`config.mk`:
```
export PLATFORM = sky130hd
export DESIGN_NAME = synapse_current
export DESIGN_NICKNAME = d
export VERILOG_FILES = /design/src/rtl/neuron_pkg.sv /design/src/rtl/spike_edge_latch.sv /design/src/rtl/synapse_current.sv
export SDC_FILE = /design/constraint.sdc
export NUM_CORES = 1
export LEC_CHECK = 0
export CORE_AREA = 2 2 236 238
export DETAILED_ROUTE_END_ITERATION = 12
export DIE_AREA = 0 0 238 240
export PLACE_DENSITY = 0.57
export SYNTH_ARGS = -nofsm -noshare
export SYNTH_HDL_FRONTEND = slang
export SYNTH_SLANG_ARGS = --single-unit
```
`constraint.sdc`:
```
create_clock -name clk -period 26.3 [get_ports clk]
set_input_delay 2.63 -clock clk [delete_from_list [all_inputs] [get_ports clk]]
set_output_delay 2.63 -clock clk [all_outputs]
set_load 0.05 [all_outputs]
```
`src/rtl/neuron_pkg.sv`:
```
// Shared Q16.16 constants, FSM state type and saturation helper for the neuron datapath.
package neuron_pkg;

  localparam int FRAC_BITS = 16;
  localparam logic signed [31:0] ONE  = 32'sh0001_0000;
  localparam logic signed [31:0] ZERO = 32'sh0000_0000;

  typedef enum logic {
    SCAN,
    COMMIT
  } syn_state_t;

  // Clamp a wide signed value into the range of a signed width-bit word, sign-extended to 64 bits.
  function automatic logic signed [63:0] saturate(input logic signed [63:0] value, input int width);
    logic signed [63:0] max_v;
    logic signed [63:0] min_v;
    max_v = (64'sd1 <<< (width - 1)) - 64'sd1;
    min_v = -(64'sd1 <<< (width - 1));
    if (value > max_v) begin
      return max_v;
    end else if (value < min_v) begin
      return min_v;
    end
    return value;
  endfunction

endpackage

```
`src/rtl/spike_edge_latch.sv`:
```
// Rising-edge detector per spike line with sticky pending flags; a new edge wins over a scan clear.
module spike_edge_latch #(
  parameter int M = 8
) (
  input  logic                 clk,
  input  logic                 reset,
  input  logic [M-1:0]         synin,
  input  logic                 clr_en,
  input  logic [$clog2(M)-1:0] clr_idx,
  output logic [M-1:0]         pending
);

  logic [M-1:0] synin_d;
  logic [M-1:0] rise;
  logic [M-1:0] clr_mask;

  assign rise = synin & ~synin_d;

  always_comb begin
    clr_mask = '0;
    if (clr_en) begin
      clr_mask[clr_idx] = 1'b1;
    end
  end

  always_ff @(posedge clk or posedge reset) begin
    if (reset) begin
      synin_d <= '0;
      pending <= '0;
    end else begin
      synin_d <= synin;
      pending <= (pending & ~clr_mask) | rise;
    end
  end

endmodule

```
`src/rtl/synapse_current.sv`:
```
// Synaptic current front end: scans pending spikes, accumulates weights, then decays and
// saturates the output current once every M+1 cycles.
module synapse_current
  import neuron_pkg::*;
#(
  parameter int N           = 32,
  parameter int M           = 8,
  parameter int DECAY_SHIFT = 3
) (
  input  logic                 clk,
  input  logic                 reset,
  input  logic [M-1:0]         synin,
  input  logic                 wr_en,
  input  logic [$clog2(M)-1:0] wr_addr,
  input  logic [N-1:0]         wr_data,
  output logic signed [N-1:0]  I,
  output logic                 I_valid
);

  localparam int IW = $clog2(M);
  localparam int SW = N + IW + 1;
  localparam int CW = N + IW + 2;

  logic signed [N-1:0]  weight [M];
  syn_state_t           state;
  logic [IW-1:0]        idx;
  logic signed [SW-1:0] sum;
  logic [M-1:0]         pending;
  logic                 clr_en;
  logic signed [CW-1:0] i_ext;
  logic signed [CW-1:0] i_next_wide;
  logic signed [63:0]   i_sat;

  spike_edge_latch #(
    .M(M)
  ) u_edge_latch (
    .clk    (clk),
    .reset  (reset),
    .synin  (synin),
    .clr_en (clr_en),
    .clr_idx(idx),
    .pending(pending)
  );

  assign clr_en = (state == SCAN) && pending[idx];

  // Wide enough that decay plus a full-scale sum cannot wrap before saturation.
  assign i_ext       = CW'(I);
  assign i_next_wide = i_ext - (i_ext >>> DECAY_SHIFT) + CW'(sum);
  assign i_sat       = saturate(64'(i_next_wide), N);

  always_ff @(posedge clk or posedge reset) begin
    if (reset) begin
      for (int k = 0; k < M; k++) begin
        weight[k] <= '0;
      end
    end else if (wr_en && (int'(wr_addr) < M)) begin
      weight[wr_addr] <= wr_data;
    end
  end

  always_ff @(posedge clk or posedge reset) begin
    if (reset) begin
      state   <= SCAN;
      idx     <= '0;
      sum     <= '0;
      I       <= N'(ZERO);
      I_valid <= 1'b0;
    end else begin
      case (state)
        SCAN: begin
          I_valid <= 1'b0;
          if (pending[idx]) begin
            sum <= sum + SW'(weight[idx]);
          end
          if (idx == IW'(M - 1)) begin
            state <= COMMIT;
          end else begin
            idx <= idx + IW'(1);
          end
        end
        COMMIT: begin
          I       <= N'(i_sat);
          I_valid <= 1'b1;
          sum     <= '0;
          idx     <= '0;
          state   <= SCAN;
        end
        default: begin
          state <= SCAN;
        end
      endcase
    end
  end

endmodule

```
Word level (Yosys, flattened, before mapping):

Cells that the tools add are included.

* add/sub/neg operators: 4
* magnitude comparators: 7
* eq/ne operators: 3
* multiplexer cells: 23
* bitwise logic cells: 8
* reductions and logical operators: 3

Operators by type and width (count)
* $bwmux 256: 1
* $mux 32: 6
* $bmux 32 s3: 1
* $demux 32 s3: 1
* $pmux 36 s2: 1
* $add 33x36->37: 1
* $gt 37x32->1 const B: 1
* $lt 37x32->1 const B: 1
* $add 36x32->36: 1
* $mux 36: 1
* $sub 32x29->33: 1
* $and 8x8->8: 2
* $not 8->8: 2
* $ge 4x4->1 const B: 2
* $mux 8: 1
* $not 3->4: 2
* $or 8x8->8: 1
* $pmux 3 s2: 1
* $mux 1: 5
* $lt 3x4->1 const B: 1
* $lt 4x1->1 const B: 1
* $pmux 1 s2: 2
* $add 3x1->3 const B: 1
* $bmux 1 s3: 1
* 8 further kinds: 10

* bits in registers: 345
* bits of input ports: 46
* output and inout port bits: 33
* word-level logic and storage cells: 63

Depth between registers and ports, before layout:

* depth in word-level cells: 8
* mapped depth: 18

Modules after synthesis:

From an unflattened synthesis, not the netlist that was laid out.

* cell total of the unflattened synthesis: 1648
* area, all modules: 19703.9 um^2

By module, submodules not included
* synapse_current: instances 1, cells each 1603, area each 19090.8 um^2
* spike_edge_latch: instances 1, cells each 45, area each 613.1 um^2

Worst setup path before layout:

No wires, ideal clock.

* path kind: register to register
* start point: register idx[2]
* end point: register sum[35]
* library setup time: 0.078 ns
* arrival time: 4.196 ns
* path slack: 22.026 ns
* cell stages (with the launch flop): 18
* path buffers: 3
* period minus slack after synthesis: 4.274 ns
* cell sequence: dfrtp_1 clkbuf_1 nor3b_1 clkbuf_1 a22oi_1 nand4_1 ha_1 clkbuf_1 and4_1 and2_1 a221oi_1 o221ai_1 a211o_1 a211o_1 a31oi_1 xor2_1 or3_1 a21oi_1

* cells in the longest elaborated chain, start to end: 7
* elaborated cells on any way between the ends: 10

Ends and longest elaborated chain
* start, declared: RTL line synapse_current.sv:26 `logic [IW-1:0] idx;`
* start signal, assigned: RTL line synapse_current.sv:79 `idx <= idx + IW'(1);`
* $not 3->4 (implied by the code): RTL line synapse_current.sv:74 `sum <= sum + SW'(weight[idx]);`
* $bmux 32 s3: RTL line synapse_current.sv:74
* $mux 32 (implied by the code) (2 in a row): RTL line synapse_current.sv:74
* $add 36x32->36: RTL line synapse_current.sv:74
* $mux 36: RTL line synapse_current.sv:73 `if (pending[idx]) begin`
* $pmux 36 s2: RTL line synapse_current.sv:70 `case (state)`
* end signal, assigned: RTL line synapse_current.sv:74
* end, declared: RTL line synapse_current.sv:27 `logic signed [SW-1:0] sum;`

Several ways; a longest one is shown, not always the timed one. The select of a mux whose other input is x is not followed.
A chain may end at the register's enable or synchronous reset.

Final worst setup path:

Same ends and word-level chain as after synthesis.

==> out/metrics.yaml <==
status:
  status: "complete, no violations"
clock_tree:
  clockBufferDepth: 3
  cts_tree: "yes"
  insertion_delay_ns: 0.58
  ctsHoldBuffers: 0
  cts_sinks: 345
  clkTransAtPathRegs_ns: 0.06
  ctsRootBufferMaster: "clkbuf_16"
  cts-resized-gates: 0
  h-tree-depth: 2
  cts_buffers: 40
  post_cts_buffers: 0
place:
  placed_area_sq_mm: 0.02051
  dp.cells: 2433
  gp_congestion: 0.8550
  pre_cts_ws_ns: 21.36
  port_buffers: 78
  place_hpwl_mm: 31.91
worst_setup_path:
  critPathRequiredTime_ns: 26.79
  critPathKind: "register to register"
  rrSetupSlack_ns: 21.49
  startpoint_type: "register"
  end_kind: "register"
  cp.arrival_ns: 5.30
  crit_path_max_fanout: 32
drt:
  wl_mm: 50.35
  wl_per_cell_um: 20.09
  drtIter0Drc: 971
  antenna_left: 0
  drt_first_pass_iters: 6
  via_per_inst: 5.408
  route.detailed.drc: 0
  via_count: 13550
logic_synthesis:
  synthArstFlopShare: 1.000
  ys_seq_area_frac: 0.4551
  post_synth.cell_area_avg_sq_um: 11.07
  yosys-top-cells-count: "345 x dfrtp_1, 256 x mux2_2, 161 x inv_1"
  synth_edf_count: 0
  yosysTopAreaCell: "dfrtp_1"
  ys_top_cells_by_area: "dfrtp_1 46%, mux2_2 15%, a22oi_1 5.3%"
  synth.most_common_cell: "dfrtp_1"
  syn_area_sq_mm: 0.01897
  yosys_warnings: 0
  syn_inst: 1714
  synth_top_cell_area_share: 0.4551
  synth_cell_types: 65
  syn_nets: 1866
  ys_seq_elements: 345
  synth_ff_type: "dfrtp_1"
power:
  p_leak_nw: 9.642
  ir_worst_vdd_mv: 0.07267
  p_per_area_mw_per_mm2: 153.6
  power.total_mw: 3.359
floorplanning:
  die_w_um: 238
  dieArea_sq_mm: 0.05712
  initial_core_util: 0.3471
  io_pins: 79
  die_h_um: 240
  core_sq_mm: 0.05466
  num_rows: 86
cells_and_area:
  fillCellCount: 5284
  stdcell_area_sq_mm: 0.02187
  multi_input_area_sq_mm: 0.009400
  area_delta_synth_final_pct: 15.29
  nNetsFinal: 1923
  seqCellArea_sq_mm: 0.008633
  finalNonFillerCells: 2506
  finish.utilization: 0.4001
  drive_gt1_frac: 0.2054
min_path:
  hp-class: "register to register"
grt:
  grt_use_total: 0.1773
  first_global_vias: 13810
  overflow: 0
  grt_max_degree: 140
  grt_pass1_wl_mm: 79.36
  antenna_found_initial: 4
sta:
  fin_setup_tns_ns: 0
  rsz0062_at_grt: "no"
  finalSetupViolations: 0
  worst_slack_ns: 21.49
  worst_clock_skew_ns: 0.01339
  fin_hold_ws_ns: 0.4278
  worst_pin_slew_ns: 1.057
  slew_viol_final: 0
  fin_crit_ns: 4.805
  finalCritPeriodShare: 0.1827
  maxSlewHeadroom: 0.2952
  max_freq_ghz: 0.2081
  hold_violations: 0
flow_run:
  drv_cap: 0
kinds of logic after synthesis:
kind of cell	Yosys count	share of synthesized area
XOR/XNOR	60	0.02770
multiplexers	260	0.1541
flip-flops	345	0.4551
adder cells (fa/ha/maj)	106	0.08257
AO/OA/AOI/OAI	431	0.1589
buffers and inverters	251	0.05170
AND/OR/NAND/NOR	261	0.06997
flip-flops by register name, summed over array words and instances (netlist names):
| name | flops |
|---|---|
| state | 1 |
| u_edge_latch.pending | 8 |
| u_edge_latch.synin_d | 8 |
| I_valid | 1 |
| idx | 3 |
| sum | 36 |
| weight | 256 |
| I | 32 |
final cells by class:
type,count,area share
flip-flops and latches,345,0.3947
repair buffers,105,0.04496
inverters,161,0.02797
diodes,1,0.0001144
clock inverters,18,0.009896
clock buffers,54,0.05229
well taps,704,0.04027
multi-input cells,1118,0.4298
worst paths after layout:
path | start | end | cells past startpoint
worst max-delay path | idx[2] | sum[35] | 15
worst min-delay path | u_edge_latch.synin_d[7] | u_edge_latch.pending[7] | 1
worst max register to register | idx[2] | sum[35] | 15
worst min register to register | u_edge_latch.synin_d[7] | u_edge_latch.pending[7] | 1
max in group asynchronous | reset | weight[16] | 3
min in group asynchronous | reset | I_valid | 2
worst max-delay path: stages, from the launching register on:
cell and delay, ns:
dfrtp_1 0.61, and3b_1 0.28, buf_4 0.50, a22oi_1 0.18
nand4_1 0.18, ha_1 0.27, a211oi_1 0.39, o21ai_1 0.20
a31oi_1 0.27, o221ai_1 0.29, a211o_1 0.39, a211o_1 0.35
a31oi_1 0.22, xor2_1 0.11, or3_1 0.32, a21oi_1 0.16
routing by layer:
| metal | global-route usage | vias to the layer above | routed length [um] |
|---|---|---|---|
| li1 | - | 6322 | - |
| met1 | 0.2494 | 6857 | 24170 |
| met2 | 0.2811 | 286 | 22650 |
| met3 | 0.02824 | 84 | 2419 |
| met4 | 0.05455 | 4 | 1081 |
| met5 | 0 | - | 24 |
power by group:
| group | switching (mW) | leakage, nW | internal (mW) |
|---|---|---|---|
| clock network | 0.234 | 0.673 | 0.338 |
| registers | 0.122 | 4.11 | 0.678 |
| logic | 1.14 | 4.86 | 0.851 |
| total | 1.49 | 9.64 | 1.87 |
placed cells by master, fill, tap and decap left out, types with 7 or more instances in the layout:
cell type,instances
a211oi_1,14
a21o_1,37
a21oi_1,87
a221o_1,29
a22oi_1,133
a31oi_1,13
and2_1,7
and3_1,12
buf_4,27
clkbuf_16,40
clkbuf_8,9
clkdlybuf4s50_1,78
clkinv_2,10
dfrtp_1,345
fa_1,32
ha_1,74
inv_1,160
mux2_2,256
nand2_1,81
nand2b_1,9
nand3_1,13
nand4_1,36
nor2_1,44
nor3_1,15
o21a_1,10
o21ai_0,51
o21bai_1,8
or3_1,7
xnor2_1,39
xor2_1,21
(Power assumes the default switching activity.)
